<file path="src/rtl/instr_encode_loader.sv">
`default_nettype none
// +----------------------------------------------------------------------------+
// | instr_encode_loader: encodes symbolic instructions into MIPS words and     |
// | writes them to consecutive instruction-memory addresses.                   |
// | Revision: 1.0                                                              |
// +----------------------------------------------------------------------------+
module instr_encode_loader #(
  parameter int ADDR_W    = 8,
  parameter int BASE_ADDR = 0
) (
  input  logic              i_clk,
  input  logic              i_reset,
  input  logic              i_valid,
  output logic              o_ready,
  input  logic [3:0]        i_op,
  input  logic [4:0]        i_rs,
  input  logic [4:0]        i_rt,
  input  logic [4:0]        i_rd,
  input  logic [15:0]       i_imm,
  input  logic              i_last,
  output logic              o_imem_we,
  output logic [ADDR_W-1:0] o_imem_addr,
  output logic [31:0]       o_imem_wdata,
  output logic [ADDR_W:0]   o_count,
  output logic              o_done,
  output logic              o_error
);

  typedef enum logic [1:0] {
    S_IDLE  = 2'd0,
    S_WRITE = 2'd1,
    S_DONE  = 2'd2,
    S_ERR   = 2'd3
  } state_t;

  localparam logic [ADDR_W-1:0] c_base    = ADDR_W'(BASE_ADDR);
  localparam logic [ADDR_W-1:0] c_ptr_max = '1;

  state_t            r_state, w_state_nxt;
  logic [ADDR_W-1:0] r_ptr, w_ptr_nxt;
  logic [ADDR_W:0]   r_count, w_count_nxt;
  logic [31:0]       r_wdata, w_wdata_nxt;
  logic              r_we, w_we_nxt;
  logic              r_ready, w_ready_nxt;
  logic              r_done, w_done_nxt;
  logic              r_error, w_error_nxt;
  logic              r_last, w_last_nxt;

  logic              w_legal, w_rtype;
  logic [5:0]        w_op6, w_funct;
  logic [31:0]       w_word;

  // Opcode/funct table matching the decode stage
  always_comb begin
    w_legal = 1'b1;
    w_rtype = 1'b0;
    w_op6   = 6'b000000;
    w_funct = 6'b000000;
    case (i_op)
      4'd0:    begin w_rtype = 1'b1; w_funct = 6'b100000; end
      4'd1:    begin w_rtype = 1'b1; w_funct = 6'b100010; end
      4'd2:    begin w_rtype = 1'b1; w_funct = 6'b100100; end
      4'd3:    begin w_rtype = 1'b1; w_funct = 6'b100101; end
      4'd4:    begin w_rtype = 1'b1; w_funct = 6'b101010; end
      4'd5:    w_op6 = 6'b100011;
      4'd6:    w_op6 = 6'b101011;
      4'd7:    w_op6 = 6'b000100;
      4'd8:    w_op6 = 6'b001000;
      4'd9:    w_op6 = 6'b001100;
      4'd10:   w_op6 = 6'b001101;
      4'd11:   w_op6 = 6'b001010;
      default: w_legal = 1'b0;
    endcase
    w_word = w_rtype ? {6'b000000, i_rs, i_rt, i_rd, 5'b00000, w_funct}
                     : {w_op6, i_rs, i_rt, i_imm};
  end

  always_comb begin
    w_state_nxt = r_state;
    w_ptr_nxt   = r_ptr;
    w_count_nxt = r_count;
    w_wdata_nxt = r_wdata;
    w_we_nxt    = 1'b0;
    w_done_nxt  = r_done;
    w_error_nxt = r_error;
    w_last_nxt  = r_last;
    case (r_state)
      S_IDLE: begin
        if (i_valid && r_ready) begin
          if (w_legal) begin
            w_state_nxt = S_WRITE;
            w_we_nxt    = 1'b1;
            w_wdata_nxt = w_word;
            w_last_nxt  = i_last;
          end else begin
            w_state_nxt = S_ERR;
            w_error_nxt = 1'b1;
          end
        end
      end
      S_WRITE: begin
        w_count_nxt = r_count + 1'b1;
        // The last address saturates the pointer instead of wrapping
        if (r_ptr != c_ptr_max) w_ptr_nxt = r_ptr + 1'b1;
        if (r_last || (r_ptr == c_ptr_max)) begin
          w_state_nxt = S_DONE;
          w_done_nxt  = 1'b1;
        end else begin
          w_state_nxt = S_IDLE;
        end
      end
      S_DONE:  w_state_nxt = S_DONE;
      default: w_state_nxt = S_ERR;
    endcase
    w_ready_nxt = (w_state_nxt == S_IDLE);
  end

  always_ff @(posedge i_clk) begin
    if (i_reset) begin
      r_state <= S_IDLE;
      r_ptr   <= c_base;
      r_count <= '0;
      r_wdata <= '0;
      r_we    <= 1'b0;
      r_ready <= 1'b0;
      r_done  <= 1'b0;
      r_error <= 1'b0;
      r_last  <= 1'b0;
    end else begin
      r_state <= w_state_nxt;
      r_ptr   <= w_ptr_nxt;
      r_count <= w_count_nxt;
      r_wdata <= w_wdata_nxt;
      r_we    <= w_we_nxt;
      r_ready <= w_ready_nxt;
      r_done  <= w_done_nxt;
      r_error <= w_error_nxt;
      r_last  <= w_last_nxt;
    end
  end

  assign o_ready      = r_ready;
  assign o_imem_we    = r_we;
  assign o_imem_addr  = r_ptr;
  assign o_imem_wdata = r_wdata;
  assign o_count      = r_count;
  assign o_done       = r_done;
  assign o_error      = r_error;

endmodule
`default_nettype wire

</file>
<file path="config.mk">
export PLATFORM = sky130hd
export DESIGN_NAME = instr_encode_loader
export DESIGN_NICKNAME = d
export VERILOG_FILES = /design/src/rtl/instr_encode_loader.sv
export SDC_FILE = /design/constraint.sdc
export NUM_CORES = 1
export LEC_CHECK = 0
export ABC_AREA = 1
export CAP_MARGIN = 30
export CORE_MARGIN = 4
export CORE_UTILIZATION = 47
export DETAILED_ROUTE_END_ITERATION = 12
export MAX_ROUTING_LAYER = met4
export PLACE_DENSITY = 0.94
export SKIP_LAST_GASP = 1
export SLEW_MARGIN = 20
export SYNTH_ARGS = -nofsm -noshare
export SYNTH_HDL_FRONTEND = slang
export SYNTH_SLANG_ARGS = --single-unit
export TNS_END_PERCENT = 5
</file>
<file path="constraint.sdc">
create_clock -name i_clk -period 2.6 [get_ports i_clk]
set_clock_uncertainty 0.1 [all_clocks]
set_input_delay 0.52 -clock i_clk [delete_from_list [all_inputs] [get_ports i_clk]]
set_output_delay 0.52 -clock i_clk [all_outputs]
set_load 0.05 [all_outputs]
</file>
==> After elaboration in Yosys (flattened, before gate mapping) <==
Index checks and enable logic that the tools add are counted.
W data, S select, Z words.
{ "op_classes": {"n_addsub": 2, "eq_ne": 15, "n_mux": 10, "bitwise": 3, "n_reduce_logical": 12} }
{ "ops": {"columns": ["cell", "n"], "rows": [
  ["$pmux W6 S7", 1],
  ["$mux W32", 1],
  ["$pmux W6 S5", 1],
  ["$eq A4 B3 Y1 const B", 4],
  ["$eq A4 B4 Y1 const B", 4],
  ["$reduce_or A12 Y1", 1],
  ["$add A9 B1 Y9 const B", 1],
  ["$add A8 B1 Y8 const B", 1],
  ["$eq A4 B2 Y1 const B", 2],
  ["$eq A8 B8 Y1 const B", 1],
  ["$ne A8 B8 Y1 const B", 1],
  ["$mux W2", 3],
  ["$pmux W2 S3", 1],
  ["$reduce_and A3 Y1", 2],
  ["$reduce_or A5 Y1", 1],
  ["$eq A4 B1 Y1 const B", 1],
  ["$logic_not A2 Y1", 2],
  ["$logic_not A4 Y1", 1],
  ["$reduce_and A2 Y1", 2],
  ["$mux W1", 3],
  ["$not A1 Y1", 3],
  ["$reduce_or A3 Y1", 1],
  ["$eq A2 B1 Y1 const B", 1],
  ["$eq A2 B2 Y1 const B", 1],
  ["2 further kinds", 2]
]} }
{ "word_totals": {"regBits": 56, "input_bits": 39, "output_inout_bits": 53, "elab_cells": 51} }

==> Longest topological paths before layout <==
Gate-level depths: netlist of run 1.
{ "logic_depth": {"word_depth": 7, "mapped_depth": 10, "depth_no_buf": 9} }

==> Worst setup path before layout of run 1 <==
No wires, ideal clock.
{ "synth_path": {"kind": "register to register", "start": "reg r_ptr[0] (netlist: o_imem_addr[0])", "end": "reg r_ptr[7] (netlist: o_imem_addr[7])", "setup_time_ns": 0.114, "arrival_ns": 1.553, "required_ns": 2.386, "setup_slack_ns": 0.832, "stages_incl_launch_ff": 9, "n_path_buf": 0, "period_less_slack_ns": 1.768, "cell_sequence": "dfxtp_1 ha_1 nand2_1 nor2_2 nand2_2 nand2_4 nor2_1 nor2_1 nor2_1"} }
{ "synth_via": {"elab_chain_cells": 2} }
{ "synth_rtl": {"columns": ["item", "line_no", "rtl"], "rows": [
  ["start: declaration", "40", "logic [ADDR_W-1:0] r_ptr, w_ptr_nxt;"],
  ["start signal: assignment", "121", "r_ptr <= c_base;"],
  ["start signal: assignment", "131", "r_ptr <= w_ptr_nxt;"],
  ["branches (longest 2 deep; another with $add A8 B1 Y8)", null, null]
]} }
Parallel ways; which one is timed is not known.
A chain may end at the register's enable or synchronous reset.

==> Worst setup path in the final report of run 1 <==
{ "layout_path": {"start": "reg r_ptr[2] (netlist: o_imem_addr[2])", "end": "out o_imem_addr[2]"} }
{ "layout_rtl": {"columns": ["item", "line_no", "rtl"], "rows": [
  ["end: declaration", "22", "output logic [ADDR_W-1:0] o_imem_addr,"]
]} }
No word-level cell between the ends.

==> impl_metrics.json, run 1 <==
{
  "dr.pass1.iters": 4,
  "ant_nets": 0,
  "path_class": "reg2out",
  "synthesis.nets": 393,
  "pwr-share-comb": 0.405,
  "synthTopCellsByArea": "dfxtp_1 45%, nor2_1 12%, nand2_1 10%, nand3_1 6.9%, inv_1 3.8%",
  "relSlewSlack": 0.647,
  "yosys_register_bits": 55,
  "synth.avg_cell_area_um2": 7.08,
  "crit_path_end_kind": "primary output",
  "place.gp.congestion": 0.909,
  "yosys.area.top_type": "dfxtp_1",
  "worstPathMaxFanout": 6,
  "grt_pass1_vias": 2310,
  "final_common_cell": "clkdlybuf4s50_1",
  "fillCellCount": 432,
  "internal-power_mw": 1.49,
  "p_sw_mw": 1.02,
  "clk_pin_slew_ns": 0.09,
  "r2r_setup_slack_ns": 0.76,
  "finalSetupTns_ns": 0,
  "postCtsHoldBufs": 0,
  "cts_made_buffers": 5,
  "crit_path_start_kind": "flop",
  "syn_to_final_growth_pct": 40.8,
  "worst-path-buf-inv": 1,
  "numPlacedInstances": 498,
  "rows": 26,
  "layout_common_cells": "90 x clkdlybuf4s50_1, 81 x nor2_1, 67 x nand2_1",
  "seq_area_frac_synth": 0.447,
  "fin_crit_ns": 2.24,
  "cts_buffer_depth": 2,
  "synth_area_um2": 2460,
  "switching_share": 0.406,
  "die_x_um": 80.4,
  "antenna_found_initial": 0,
  "clkPwrFrac": 0.181,
  "ir_drop_uv": 338,
  "grt_use_total": 0.207,
  "hold_path_class": "reg2reg",
  "clock-sinks": 55,
  "crit_required_ns": 1.98,
  "core_um2": 5110,
  "cap_violations": 0,
  "finalHoldViolations": 0,
  "crit_cells": 1,
  "hp-start": "o_done",
  "p_per_area_nw_per_um2": 723,
  "grt_pass1_wl_um": 10400,
  "clk_latency_ns": 0.31,
  "avgViaCountPerCell": 4.96,
  "yosys.area.top_type_share": 0.447,
  "routed-via-count": 2507,
  "reg2reg_depth": 8,
  "hold_end": "o_done",
  "dieArea_um2": 6470,
  "slowest_delay_ns": 0.86,
  "layout-drive-gt1-share": 0.0483,
  "totalPowerFinal_mw": 2.51,
  "drt_iter0_markers": 162,
  "cp.arrival_ns": 1.62,
  "fmax_mhz": 446,
  "htreeDepth": 2,
  "wirelength_um": 6440,
  "antenna_cells": 0,
  "rsz0062_at_grt": "no",
  "ys_types": 28,
  "slew_violations": 0,
  "status": "finished, final reports clean",
  "io_pins": 92,
  "tightest_slew_ns": 0.529,
  "instances_no_fill": 505,
  "post_cts_buffers": 0,
  "clockRootBuffer": "clkbuf_8",
  "initial_core_util": 0.483,
  "crit_slowest_cell": "clkdlybuf4s50_1",
  "min_path_cells": 2,
  "p_leak_nw": 1.42,
  "reg2reg_to": "o_imem_wdata[4]",
  "netlist_instances": 348,
  "critical_path.top_delay_family": "buffers and inverters",
  "crit_chain": "clkdlybuf4s50_1",
  "setup_viol": 0,
  "grt_max_degree": 36,
  "p_seq_frac": 0.414,
  "hpwl_um": 4840,
  "yosysWarnings": 0,
  "cts_tree": "yes",
  "overflow": 0,
  "post-route-period-util": 0.862,
  "timing.rr.start": "r_state[0]",
  "port_buffers": 90,
  "drcViolationCount": 0,
  "cts_resized": 0,
  "routedWlPerCell_um": 12.8,
  "dieHeight_um": 80.4,
  "fin_nets": 480
}
-- power by group through the flow --
stage | clock network, mW | logic [mW] | registers [mW]
global route | 0.502 | 1.09 | 1.06
floorplan | 0 | 0.371 | 1.38
finish | 0.453 | 1.02 | 1.04
global placement | 0 | 0.993 | 1.05
detailed placement | 0 | 1.02 | 1.06
CTS | 0.472 | 1.02 | 1.04
-- stage by stage --
stage | instance area, um2 | setup slack [ns] | hold WS [ns] | utilization
after floorplan | 2460 | 0.832 | 0.329 | -
after global placement | 3390 | 0.422 | 0.342 | 0.663
after detailed placement | 3390 | 0.336 | 0.346 | 0.663
after CTS | 3470 | 0.347 | 0.360 | 0.680
after global routing | 3470 | 0.313 | 0.391 | 0.680
final | 3470 | 0.360 | 0.359 | 0.680
-- tightest hold or removal path, stage by stage (launching register included) --
cell and delay (ns):
dfxtp_1 0.32, inv_1 0.05, a21oi_1 0.05
-- registers in the layout (all words and copies together), names as in the netlist --
name,flops
o_imem_wdata,31
o_count,9
o_imem_addr,8
r_state,2
o_done,1
o_error,1
o_imem_we,1
o_ready,1
r_last,1
-- how the worst max path moves through the flow --
stage                         startpoint               to  slack (ns)
after floorplan           o_imem_addr[0]   o_imem_addr[7]        0.83
after global placement           i_op[2]  o_imem_wdata[7]        0.42
after detailed placement         i_op[2]  o_imem_wdata[8]        0.34
after CTS                 o_imem_addr[2]   o_imem_addr[2]        0.35
after global routing      o_imem_addr[2]   o_imem_addr[2]        0.31
final                     o_imem_addr[2]   o_imem_addr[2]        0.36
-- layout make-up --
| type | instances | area (um2) | share of cell area |
|---|---|---|---|
| Timing Repair Buffer | 94 | 931 | 0.268 |
| Multi-Input combinational cell | 251 | 1160 | 0.335 |
| Tap cell | 70 | 87.6 | 0.0252 |
| Clock inverter | 2 | 13.8 | 0.00397 |
| Clock buffer | 5 | 68.8 | 0.0198 |
| Inverter | 28 | 105 | 0.0303 |
| Sequential cell | 55 | 1100 | 0.317 |
-- cells by family after synthesis --
group,after synthesis,share of synthesized area
xor+xnor,1,0.00355
fa+ha+maj,6,0.0305
simple gates,200,0.344
compound gates,43,0.0924
flops,55,0.447
buf+inv,42,0.0812
other cells,1,0.00152
-- per-layer routing --
layer,vias up,global-route usage,wire length (um)
met3,7,0.0448,450
li1,1277,-,-
met4,0,0.0456,39
met1,1127,0.254,2640
met2,96,0.349,3310
met5,-,-,0
-- Yosys cell counts (all sizes together) --
cell    number
a21oi       15
a31oi        1
buf         11
clkbuf       3
conb         1
dfxtp       55
ha           6
inv         28
nand2       69
nand3       35
nand3b       1
nand4        3
nor2        84
nor3         8
o21ai       27
xor2         1
No activity file was read; power rests on OpenSTA's default activity.
==> inputs of run 2 (changes only) <==
--- a/config.mk
+++ b/config.mk
@@ -5,13 +5,12 @@
 export SDC_FILE = /design/constraint.sdc
 export NUM_CORES = 1
 export LEC_CHECK = 0
-export ABC_AREA = 1
 export CAP_MARGIN = 30
 export CORE_MARGIN = 4
-export CORE_UTILIZATION = 47
+export CORE_UTILIZATION = 49
 export DETAILED_ROUTE_END_ITERATION = 12
 export MAX_ROUTING_LAYER = met4
-export PLACE_DENSITY = 0.94
+export PLACE_DENSITY = 0.95
 export SKIP_LAST_GASP = 1
 export SLEW_MARGIN = 20
 export SYNTH_ARGS = -nofsm -noshare
==> run 2 against run 1 <==
Register-to-register slack lost 0.14 ns. Routed wire length grew 6.9%. Setup slack lost 0.0046 ns. Combinational power grew 4%. Utilization grew 3.0 points. Hold slack is essentially flat. Cell count shrank 11%. Power grew 9.4%. Sequential share of layout area shrank 1.7 points. Clock power grew 45%. Critical path type unchanged.
==> impl_metrics.json, run 2 <==
{
  "grt_use_total": 0.223,
  "rsz0062_at_grt": "no",
  "ir_drop_uv": 458,
  "syn_to_final_growth_pct": 39.1,
  "drt_iter0_markers": 127,
  "yosysWarnings": 0,
  "fin_nets": 424,
  "cp.arrival_ns": 1.62,
  "crit_slowest_cell": "clkdlybuf4s50_1",
  "slowest_delay_ns": 0.85,
  "reg2reg_to": "o_count[7]",
  "port_buffers": 90,
  "cts_made_buffers": 5,
  "layout_common_cells": "89 x clkdlybuf4s50_1, 55 x dfxtp_1, 44 x a21oi_1",
  "clkPwrFrac": 0.239,
  "pre_cts_ws_ns": 0.365,
  "crit_required_ns": 1.98,
  "cts_resized": 0,
  "avgViaCountPerCell": 5.68,
  "p_leak_nw": 1.25,
  "crit_path_start_kind": "flop",
  "clk_latency_ns": 0.30,
  "min_path_cells": 2,
  "yosys.area.top_type": "dfxtp_1",
  "synthTopCellsByArea": "dfxtp_1 42%, a21oi_1 8.3%, o21ai_0 6.3%, a311oi_1 3.6%, ha_1 2.8%",
  "fin_crit_ns": 2.24,
  "routedWlPerCell_um": 15.3,
  "clockRootBuffer": "clkbuf_8",
  "pwr-share-comb": 0.386,
  "r2r_setup_slack_ns": 0.62,
  "synth.most_common_cell": "dfxtp_1",
  "reg2reg_depth": 5,
  "synth_edf_count": 0,
  "synth_area_um2": 2640,
  "routed-via-count": 2558,
  "grt_pass1_wl_um": 11500,
  "post_cts_buffers": 0,
  "ant_nets": 0,
  "ys_types": 48,
  "synthMuxAreaShare": 0.0242,
  "htreeDepth": 2,
  "worst-path-buf-inv": 1,
  "worstPathMaxFanout": 9,
  "switching_share": 0.367,
  "netlist_instances": 299,
  "path_class": "reg2out",
  "post-route-period-util": 0.863,
  "cts_tree": "yes",
  "numPlacedInstances": 442,
  "hold_end": "o_done",
  "rows": 26,
  "postCtsHoldBufs": 0,
  "finalHoldViolations": 0,
  "postLayoutCoreUtil": 0.710,
  "p_seq_frac": 0.375,
  "cts_buffer_depth": 2,
  "p_sw_mw": 1.01,
  "synth_xor_area_frac": 0.0133,
  "dieHeight_um": 81.4,
  "synth_top_family_by_area": "compound AO/OA/AOI/OAI gates",
  "core_um2": 5170,
  "largest_register_ff_count": 31,
  "overflow": 0,
  "grt_max_degree": 40,
  "grt_pass1_vias": 2480,
  "timing.rr.start": "r_state[1]",
  "clock-sinks": 55,
  "fmax_mhz": 445,
  "wirelength_um": 6890,
  "clk_pin_slew_ns": 0.10,
  "antenna_cells": 0,
  "status": "finished, final reports clean",
  "synthFlopType": "dfxtp_1",
  "drcViolationCount": 0,
  "p_per_area_nw_per_um2": 748,
  "yosys_register_bits": 55,
  "io_pins": 92,
  "antenna_found_initial": 0,
  "fin_ws_ns": 0.355,
  "slew_violations": 0,
  "relSlewSlack": 0.475,
  "initial_core_util": 0.510,
  "crit_chain": "clkdlybuf4s50_1",
  "instances_no_fill": 450,
  "finalSetupTns_ns": 0,
  "cap_violations": 0,
  "synth_common_cells": "55 x dfxtp_1, 44 x a21oi_1, 33 x o21ai_0, 14 x nand3_1, 13 x nor2_1",
  "synth_compound_area_frac": 0.268,
  "synth.avg_cell_area_um2": 8.83,
  "setup_viol": 0,
  "dr.pass1.iters": 4,
  "tightest_slew_ns": 0.784,
  "layout-drive-gt1-share": 0.0763,
  "seq_area_frac_synth": 0.417,
  "hold_path_class": "reg2reg",
  "internal-power_mw": 1.74,
  "synthArstFlopShare": 0,
  "crit_path_end_kind": "primary output",
  "critical_path.top_delay_family": "buffers and inverters",
  "synthesis.nets": 344,
  "hpwl_um": 4890,
  "synth_adder_area_share": 0.0322,
  "synthSimpleGateAreaFrac": 0.175,
  "die_x_um": 81.4,
  "place.gp.congestion": 0.805,
  "yosys.area.top_type_share": 0.417,
  "hp-start": "o_done",
  "dieArea_um2": 6630,
  "final_common_cell": "clkdlybuf4s50_1"
}
[run 2: final cells by class]
cell class / count / area, um2
clock buffers: 6 / 72.6
well taps: 70 / 87.6
multi-input cells: 212 / 1360
clock inverters: 2 / 60.1
fillers: 376 / 1500
repair buffers: 101 / 978
flip-flops and latches: 55 / 1100
inverters: 4 / 15.0
[run 2: through the flow]
step / hold WS, ns / instance area, um2 / power (mW)
after floorplan: 0.354 / 2640 / 1.80
after global routing: 0.378 / 3670 / 2.90
final: 0.359 / 3670 / 2.75
after global placement: 0.334 / 3540 / 2.08
after detailed placement: 0.344 / 3540 / 2.11
after CTS: 0.358 / 3670 / 2.76
[run 2: logic make-up (layout without fill, tap and decap cells)]
group | count (synthesis) | after routing
XOR/XNOR | 4 | 4
AO/OA/AOI/OAI | 114 | 114
adder cells (fa/ha/maj) | 7 | 7
flip-flops | 55 | 55
multiplexers | 6 | 6
AND/OR/NAND/NOR | 80 | 80
other | 1 | 1
buffers and inverters | 32 | 113
[run 2: worst max-delay path by stage]
stage	start	endpoint	cells past startpoint
finish	o_imem_addr[2]	o_imem_addr[2]	1
global route	o_imem_addr[7]	o_imem_addr[7]	1
global placement	i_valid	o_imem_wdata[5]	4
CTS	o_imem_addr[7]	o_imem_addr[7]	1
floorplan	o_imem_addr[0]	o_imem_addr[5]	4
detailed placement	i_valid	o_imem_wdata[0]	4
[run 2: power by group through the flow]
stage | Clock [mW] | Combinational, mW | Sequential [mW]
after floorplan | 0 | 0.462 | 1.34
after global placement | 0 | 1.04 | 1.05
after detailed placement | 0 | 1.06 | 1.05
after CTS | 0.668 | 1.07 | 1.03
after global routing | 0.708 | 1.14 | 1.05
final | 0.655 | 1.06 | 1.03
[run 2: per-layer routing]
metal,wire length (um),GRT usage,up-vias
li1,-,-,1265
met1,3070,0.273,1194
met2,3320,0.370,91
met3,385,0.0432,8
met4,110,0.0659,0
met5,0,-,-
